$ cat src/rtl/ntt_butterfly_if.sv
// Beat bus between the coefficient read port, the NTT butterfly and the write-back path.
// Coefficient width and modulus come from global defines; Kyber values are the fallback.
`ifndef DATA_WIDTH
`define DATA_WIDTH 12
`endif
`ifndef Q
`define Q 3329
`endif

interface ntt_butterfly_if;
  logic                   in_valid;
  logic                   mode;
  logic [`DATA_WIDTH-1:0] a;
  logic [`DATA_WIDTH-1:0] b;
  logic [`DATA_WIDTH-1:0] w;
  logic                   out_valid;
  logic [`DATA_WIDTH-1:0] out0;
  logic [`DATA_WIDTH-1:0] out1;
  logic                   busy;

  modport master (
    output in_valid, mode, a, b, w,
    input  out_valid, out0, out1, busy
  );

  modport slave (
    input  in_valid, mode, a, b, w,
    output out_valid, out0, out1, busy
  );
endinterface

$ cat src/rtl/ntt_butterfly.sv
// Pipelined CT/GS NTT butterfly around a bit-serial Montgomery multiplier; one beat per clock
// and the same in_valid -> out_valid latency in both modes.
`ifndef DATA_WIDTH
`define DATA_WIDTH 12
`endif
`ifndef Q
`define Q 3329
`endif

module ntt_butterfly (
  input  logic           clk,
  input  logic           rst_n,
  ntt_butterfly_if.slave bus
);
  localparam int unsigned DW      = `DATA_WIDTH;
  localparam int unsigned LATENCY = DW + 4;
  localparam int unsigned MulLat  = DW + 2;

  localparam logic [DW-1:0] QDw  = DW'(`Q);
  localparam logic [DW:0]   QExt = {1'b0, QDw};
  localparam logic [DW+1:0] QMul = {2'b00, QDw};

  function automatic logic [DW-1:0] add_mod(input logic [DW-1:0] x, input logic [DW-1:0] y);
    logic [DW:0] s;
    s = {1'b0, x} + {1'b0, y};
    return DW'((s >= QExt) ? s - QExt : s);
  endfunction

  function automatic logic [DW-1:0] sub_mod(input logic [DW-1:0] x, input logic [DW-1:0] y);
    return (x >= y) ? x - y : DW'({1'b0, x} + QExt - {1'b0, y});
  endfunction

  logic [LATENCY-1:0] vld_q;
  logic               mode_q;
  logic               mode_eff;
  logic               busy;
  logic [DW-1:0]      out0_q, out1_q;

  logic [DW-1:0] gs_sum_q, gs_diff_q, gs_w_q;
  logic [DW-1:0] mul_a, mul_b;
  logic [DW-1:0] mm_a_q [DW];
  logic [DW-1:0] mm_b_q [DW];
  logic [DW+1:0] mm_t_q [DW+1];
  logic [DW+1:0] mm_t_d [DW];
  logic [DW-1:0] prod_q;
  logic [DW-1:0] dly_q [MulLat];
  logic [DW-1:0] ct0_q, ct1_q;
  logic [DW-1:0] a_late, gs_prod;

  // Mode is frozen while anything is in flight so the shared multiplier never mixes modes.
  assign busy     = |vld_q;
  assign mode_eff = busy ? mode_q : bus.mode;

  // CT multiplies the live inputs; GS multiplies the registered difference one cycle later.
  assign mul_a   = mode_eff ? gs_w_q : bus.w;
  assign mul_b   = mode_eff ? gs_diff_q : bus.b;
  assign a_late  = dly_q[MulLat-1];
  assign gs_prod = (prod_q == QDw) ? '0 : prod_q;

  // One Montgomery step per stage: t = (t + b[k]*a + m*Q) / 2, with t kept below 2Q.
  always_comb begin
    logic [DW+1:0] acc;
    acc = '0;
    for (int k = 0; k < DW; k++) begin
      acc = mm_t_q[k] + (mm_b_q[k][k] ? {2'b00, mm_a_q[k]} : '0);
      if (acc[0]) acc = acc + QMul;
      mm_t_d[k] = acc >> 1;
    end
  end

  always_ff @(posedge clk) begin
    gs_sum_q  <= add_mod(bus.a, bus.b);
    gs_diff_q <= sub_mod(bus.a, bus.b);
    gs_w_q    <= bus.w;
    mm_a_q[0] <= mul_a;
    mm_b_q[0] <= mul_b;
    mm_t_q[0] <= '0;
    for (int k = 1; k < DW; k++) begin
      mm_a_q[k] <= mm_a_q[k-1];
      mm_b_q[k] <= mm_b_q[k-1];
    end
    for (int k = 0; k < DW; k++) mm_t_q[k+1] <= mm_t_d[k];
    prod_q <= DW'((mm_t_q[DW] >= QMul) ? mm_t_q[DW] - QMul : mm_t_q[DW]);
    // Shared delay line: raw a for CT, reduced a+b for GS (entered one cycle later).
    dly_q[0] <= mode_eff ? gs_sum_q : bus.a;
    for (int k = 1; k < MulLat; k++) dly_q[k] <= dly_q[k-1];
    ct0_q <= add_mod(a_late, prod_q);
    ct1_q <= sub_mod(a_late, prod_q);
  end

  always_ff @(posedge clk or negedge rst_n) begin
    if (!rst_n) begin
      vld_q  <= '0;
      mode_q <= 1'b0;
      out0_q <= '0;
      out1_q <= '0;
    end else begin
      vld_q  <= {vld_q[LATENCY-2:0], bus.in_valid};
      mode_q <= mode_eff;
      if (vld_q[LATENCY-2]) begin
        out0_q <= mode_q ? a_late : ct0_q;
        out1_q <= mode_q ? gs_prod : ct1_q;
      end
    end
  end

  assign bus.out_valid = vld_q[LATENCY-1];
  assign bus.out0      = out0_q;
  assign bus.out1      = out1_q;
  assign bus.busy      = busy;

endmodule
$ cat src/flat_wrapper.sv
// flat-port wrapper written by rule: the top's interface ports become plain ports
module ntt_butterfly_flat 
  (clk, rst_n, bus_in_valid, bus_mode, bus_a, bus_b, bus_w, bus_out_valid, bus_out0, bus_out1, bus_busy);
  ntt_butterfly_if bus_i ();
  input  logic clk;
  input  logic rst_n;
  input wire logic [$bits(bus_i.in_valid)-1:0] bus_in_valid;
  input wire logic [$bits(bus_i.mode)-1:0] bus_mode;
  input wire logic [$bits(bus_i.a)-1:0] bus_a;
  input wire logic [$bits(bus_i.b)-1:0] bus_b;
  input wire logic [$bits(bus_i.w)-1:0] bus_w;
  output wire logic [$bits(bus_i.out_valid)-1:0] bus_out_valid;
  output wire logic [$bits(bus_i.out0)-1:0] bus_out0;
  output wire logic [$bits(bus_i.out1)-1:0] bus_out1;
  output wire logic [$bits(bus_i.busy)-1:0] bus_busy;
  assign bus_i.in_valid = bus_in_valid;
  assign bus_i.mode = bus_mode;
  assign bus_i.a = bus_a;
  assign bus_i.b = bus_b;
  assign bus_i.w = bus_w;
  assign bus_out_valid = bus_i.out_valid;
  assign bus_out0 = bus_i.out0;
  assign bus_out1 = bus_i.out1;
  assign bus_busy = bus_i.busy;
  ntt_butterfly u_core (.clk(clk), .rst_n(rst_n), .bus(bus_i));
endmodule
$ cat config.mk
export PLATFORM = sky130hd
export DESIGN_NAME = ntt_butterfly_flat
export DESIGN_NICKNAME = d
export VERILOG_FILES = /design/src/rtl/ntt_butterfly_if.sv /design/src/rtl/ntt_butterfly.sv /design/src/flat_wrapper.sv
export SDC_FILE = /design/constraint.sdc
export NUM_CORES = 1
export LEC_CHECK = 0
export ABC_AREA = 1
export BUFFER_PORTS_ARGS = -buffer_cell sky130_fd_sc_hd__buf_2
export CAP_MARGIN = 30
export CORE_MARGIN = 2
export CORE_UTILIZATION = 67
export CTS_CLUSTER_SIZE = 25
export DETAILED_ROUTE_END_ITERATION = 10
export HOLD_SLACK_MARGIN = 0.03
export PLACE_DENSITY = 0.88
export RECOVER_POWER = 50
export SYNTH_ARGS = -nofsm -noshare
export SYNTH_HDL_FRONTEND = slang
export SYNTH_SLANG_ARGS = --single-unit
$ cat constraint.sdc
create_clock -name clk -period 5.5 [get_ports clk]
set_input_delay 0.55 -clock clk [delete_from_list [all_inputs] [get_ports clk]]
set_output_delay 0.55 -clock clk [all_outputs]
set_load 0.05 [all_outputs]
# ---- Yosys cells after proc, flatten, opt, wreduce, memory -nomap -nowiden
# Memories as Yosys holds them, arrays and structs flattened.
# Index checks and enable logic that the tools add are counted.
dict set report classes {
  add_sub_neg 35
  order_cmp 5
  eq_ne 1
  n_mux 36
  n_reduce_logical 1
}
# cell n
set ops {}
lappend ops {{2-to-1 mux 12 bit} 23}
lappend ops {{adder 14 x 12 -> 14 bit, second input constant} 12}
lappend ops {{adder 14 bit} 12}
lappend ops {{2-to-1 mux 14 bit} 12}
lappend ops {{subtractor 12 bit} 4}
lappend ops {{subtractor 12 bit, second input constant} 3}
lappend ops {{adder 12 x 12 -> 13 bit} 2}
lappend ops {{greater-or-equal comparator 13 x 12 -> 1 bit, second input constant} 2}
lappend ops {{adder 12 bit, second input constant} 2}
lappend ops {{greater-or-equal comparator 12 bit} 2}
lappend ops {{OR reduction 16 bit} 1}
lappend ops {{greater-or-equal comparator 14 x 12 -> 1 bit, second input constant} 1}
lappend ops {{== test 12 bit, second input constant} 1}
lappend ops {{2-to-1 mux 1 bit} 1}
dict set report word_totals {
  register_bits 113
  ram_bits 625
  in_bits 40
  output_inout_bits 26
  word_cells 92
  mem_count 4
}
# name depth word_bits read_ports rd_clocked_by_memory_dff wr line_no
set mem_list {}
lappend mem_list {u_core.mm_t_q 13 13 13 0 13 ntt_butterfly.sv:43} ;# logic [DW+1:0] mm_t_q [DW+1];
lappend mem_list {u_core.dly_q 14 12 14 0 14 ntt_butterfly.sv:46} ;# logic [DW-1:0] dly_q [MulLat];
lappend mem_list {u_core.mm_a_q 12 12 12 0 12 ntt_butterfly.sv:41} ;# logic [DW-1:0] mm_a_q [DW];
lappend mem_list {u_core.mm_b_q 12 12 12 0 12 ntt_butterfly.sv:42} ;# logic [DW-1:0] mm_b_q [DW];

# ---- Depth between registers and ports, before layout
# An unclocked memory read counts as a cell.
dict set report depth {
  word_depth 5
  depth_mapped 22
  depth_no_buf 22
}

# ---- Worst setup path before layout
# No wires, ideal clock.
dict set report synth_timing {
  path_type {input port to flip-flop}
  startpoint {input port bus_b[1]}
  endpoint {register u_core.gs_diff_q[11]}
  setup_ns 0.114
  t_arrival_ns 2.778
  required_ns 5.386
  slack_ns 2.608
  path_stages 17
  n_path_buf 0
  path_cell_list {inv_1 > ha_1 > inv_1 > ha_1 > inv_1 > fa_1 > or2_2 > o21ai_0 > a21oi_1 > o21ai_0 > nand2_1 > nand2_1 > nand2_1 > nand2_1 > nand2_1 > nand3_1 > nand2_1}
}
dict set report synth_between {
  elab_chain_len 2
  word_cells_on_any_way 4
  cone_classes {add/sub (2); order compare (1); mux (1)}
}
# item line_no
set synth_rtl {}
lappend synth_rtl {{from (decl)} flat_wrapper.sv:10} ;# input wire logic [$bits(bus_i.b)-1:0] bus_b;
lappend synth_rtl {{subtractor 12 bit or greater-or-equal comparator 12 bit (tied branches)} ntt_butterfly.sv:30} ;# return (x >= y) ? x - y : DW'({1'b0, x} + QExt - {1'b0, y});
lappend synth_rtl {{2-to-1 mux 12 bit (*)} ntt_butterfly.sv:30}
lappend synth_rtl {{to (signal assigned)} ntt_butterfly.sv:73} ;# gs_diff_q <= sub_mod(bus.a, bus.b);
lappend synth_rtl {{to (decl)} ntt_butterfly.sv:39} ;# logic [DW-1:0] gs_sum_q, gs_diff_q, gs_w_q;
# Every way passes the cells marked *; elsewhere a longest branch is shown, timed or not.
# A chain may end at the register's enable or synchronous reset.

==> metrics <==
CTS Root Buffer Type=clkbuf_16; die width=217.8 um; layout cells sized above 1=0.05501; actual slew at the worst max-slew pin=0.9012 ns; critical path startpoint category=flop; leakage power=0.01821 uW; Die Ht=217.8 um; placer congestion estimate=0.9244; Inserted Clock Buffers=60; placed cells=4544; ANT cells=0; Post-Place Worst Slack=2.019 ns; global route total overflow=0; number of port buffers=65; Core Area=0.04528 mm2; crit-path most repeated cell=nand2_1; delay-heaviest family, CP=adder cells; total clock sinks=658; relative max-transition margin=0.3992; Via density=5.268; Fmax=0.3069 GHz; CP Capture Type=flop; H-tree depth=2; sequential share of power=0.328; Max-Cap Viols=0; CP max FO=5; Net Count, Synth=4227; CTS clock-pin slew for the worst setup and hold paths=0.07 ns; Bufs and invs on worst path=3; setup bufs post-CTS=0; post-synth top area share=0.4035; final hold violations=0; Seq/Total Area, Yosys=0.4370; post-route total power=21460 uW; largest area contributor in the netlist=dfxtp_1; Area contributors post-synth=dfxtp_1 (40%), nand2_1 (13%), ha_1 (9.2%); Reg area=0.01338 mm2; Cell Chain, Critical Path=inv_1, ha_1, inv_1, ha_1, inv_1, fa_1, or2_2, o21ai_0, a21oi_1, o21ai_0, nand2_1, nand2_1, nand2_1, nand2_1, nand2_1, nand3_1, nand2_1; commonest cells after routing, fill and taps aside=nand2_1 (1071), inv_1 (653), dfxtp_1 (617); Hold Path Class=in2async; initial antenna violation count=1; Starting Density=0.6761; critical path depth=17; final worst slack=2.242 ns; switching fraction of total power=0.4255; vias in the first global route=24051; Post-Syn Area=0.03061 mm2; RSZ-0062 raised after global routing=no; Tmin final=3.258 ns; area grow syn2layout=10.32%; Max clock buf depth=3; Global Route Usage Sum=0.2849; pwr dens=635.4 mW/mm2; fin. max-slew vios=0; # nets final=4317; clock share of power=0.206; Initial DRC Count=1667; Cells after Synth=3930; antenna-violating nets left=0; Worst Path Arrival=3.77 ns; CP max-delay cell=dfxtp_1; DP HPWL=47280 um; area of the die=0.04742 mm2; Logic pwr share=0.466; routed via count=24611; CP Data Required Time=6.01 ns; first-pass GRT wire length=110900 um; Final Skew=0.03244 ns; largest net degree at the start of global routing=44; P_sw=9130 uW; warnings from Yosys=0; row count=78; FILL cells=3080; CTS tree=yes; Syn Area/Cell=7.790 um2; WS Path Type=reg2reg; Max VDD drop=0.0004074 V; Clock Latency Late Sink=0.64 ns; setup TNS=0 ns; reg2reg path depth=17; DRC Markers=0; fin crit share=0.5924; Int Pwr=12330 uW; multi-input logic area=0.01448 mm2; io pins=66; Routed WL per cell=14.40 um; status=finished clean; most common cell after layout, fill and taps aside=nand2_1; Synth Register Bits=658; WL final=67290 um; post-route insts no fill=4672; CP max stage delay=0.45 ns; Final setup viols=0; DRT Pass-1 Iters=8; Synth cell types=47
[power by group through the flow]
stage               Combinational, uW  Clock [uW]  Sequential [uW]
global route                    11300        4640             7140
floorplan                        7660           0             6960
detailed placement               9630           0             7090
global placement                 9270           0             7030
CTS                              9860        4460             7030
finish                          10000        4410             7040
[worst reg2reg max path: stages, from the launching register on]
cell and delay (ns):
dfxtp_1 0.45, inv_1 0.12, ha_1 0.32, inv_1 0.11
ha_1 0.21, inv_1 0.08, fa_1 0.37, or2_2 0.30
o21ai_0 0.28, a21oi_1 0.17, o21ai_0 0.24, nand2_1 0.11
nand2_1 0.07, nand2_1 0.06, nand2_1 0.07, nand2_1 0.06
nand3_1 0.07, nand2_1 0.06
[final cells by class]
type,count,share of cell area
multi-input cells,2550,0.4287
repair buffers,86,0.01563
flip-flops and latches,658,0.3961
clock inverters,36,0.01282
well taps,600,0.02223
inverters,664,0.07380
clock buffers,78,0.05068
[what timing repair did]
action	4_1_cts	5_1_grt
resized for setup	0	0
hold endpoints to repair	13	0
hold buffers	13	0
[Yosys cell counts (all sizes together)]
library cell	count
a211oi	2
or4	1
xnor2	65
nand4	39
nand3b	35
o21a	11
nor4	4
a22oi	3
nand2	1085
a31oi	3
a21oi	156
or2	5
o2111ai	4
dfrtp	41
clkinv	2
o41ai	1
fa	31
o21ai	148
a21o	5
and3	6
nor2	263
clkbuf	33
buf	25
a21boi	7
inv	662
xor2	155
o31ai	6
nor3	31
dfxtp	617
o21bai	7
nand3	240
o211ai	1
ha	226
a221oi	4
and2	6
[kinds of logic (layout without fill, tap and decap cells)]
family                     after synthesis  count (layout)  share of synthesized area
AOI/OAI and AO/OA                      358             358                    0.06425
xor gates and xnor gates               220             220                    0.06343
adders and majority gates              257             257                     0.1126
buffers and inverters                  722             864                    0.09028
DFF                                    658             658                     0.4370
and+or+nand+nor                       1715            1715                     0.2324
[final timing paths]
check,endpoint,slack [ns],from
setup / recovery,u_core.ct1_q[11],2.24,u_core.dly_q[1][61]
hold / removal,u_core.vld_q[6],0.05,rst_n
setup reg to reg,u_core.ct1_q[11],2.24,u_core.dly_q[1][61]
hold reg to reg,u_core.mm_b_q[1][18],0.30,u_core.mm_b_q[1][6]
max in group asynchronous,u_core.vld_q[10],4.89,rst_n
min in group clk,u_core.dly_q[0][9],0.21,bus_a[9]
[flip-flops by register name, indices dropped and copies added, names as in the netlist, 16 cells and up]
name and count:
u_core.mm_b_q 78, u_core.mm_a_q 144, u_core.mm_t_q 155, u_core.dly_q 168, u_core.vld_q 16
[layer usage]
layer | track usage | share of wire | vias to the layer above
met3 | 0.03835 | 0.052 | 191
li1 | - | - | 12384
met1 | 0.3338 | 0.41 | 11304
met4 | 0.1129 | 0.035 | 2
met5 | 0 | 0.00016 | -
met2 | 0.5245 | 0.51 | 730
[stage by stage]
step / util / hold WS (ns) / cell area (um2)
3_3_place_gp: 0.6952 / 0.3096 / 31480
5_1_grt: 0.7458 / 0.1268 / 33770
4_1_cts: 0.7454 / 0.05951 / 33750
6_report: 0.7458 / 0.04532 / 33770
3_5_place_dp: 0.6952 / 0.3121 / 31480
2_1_floorplan: - / 0.2544 / 30610
Note: power is estimated with default switching activity, not from simulation.
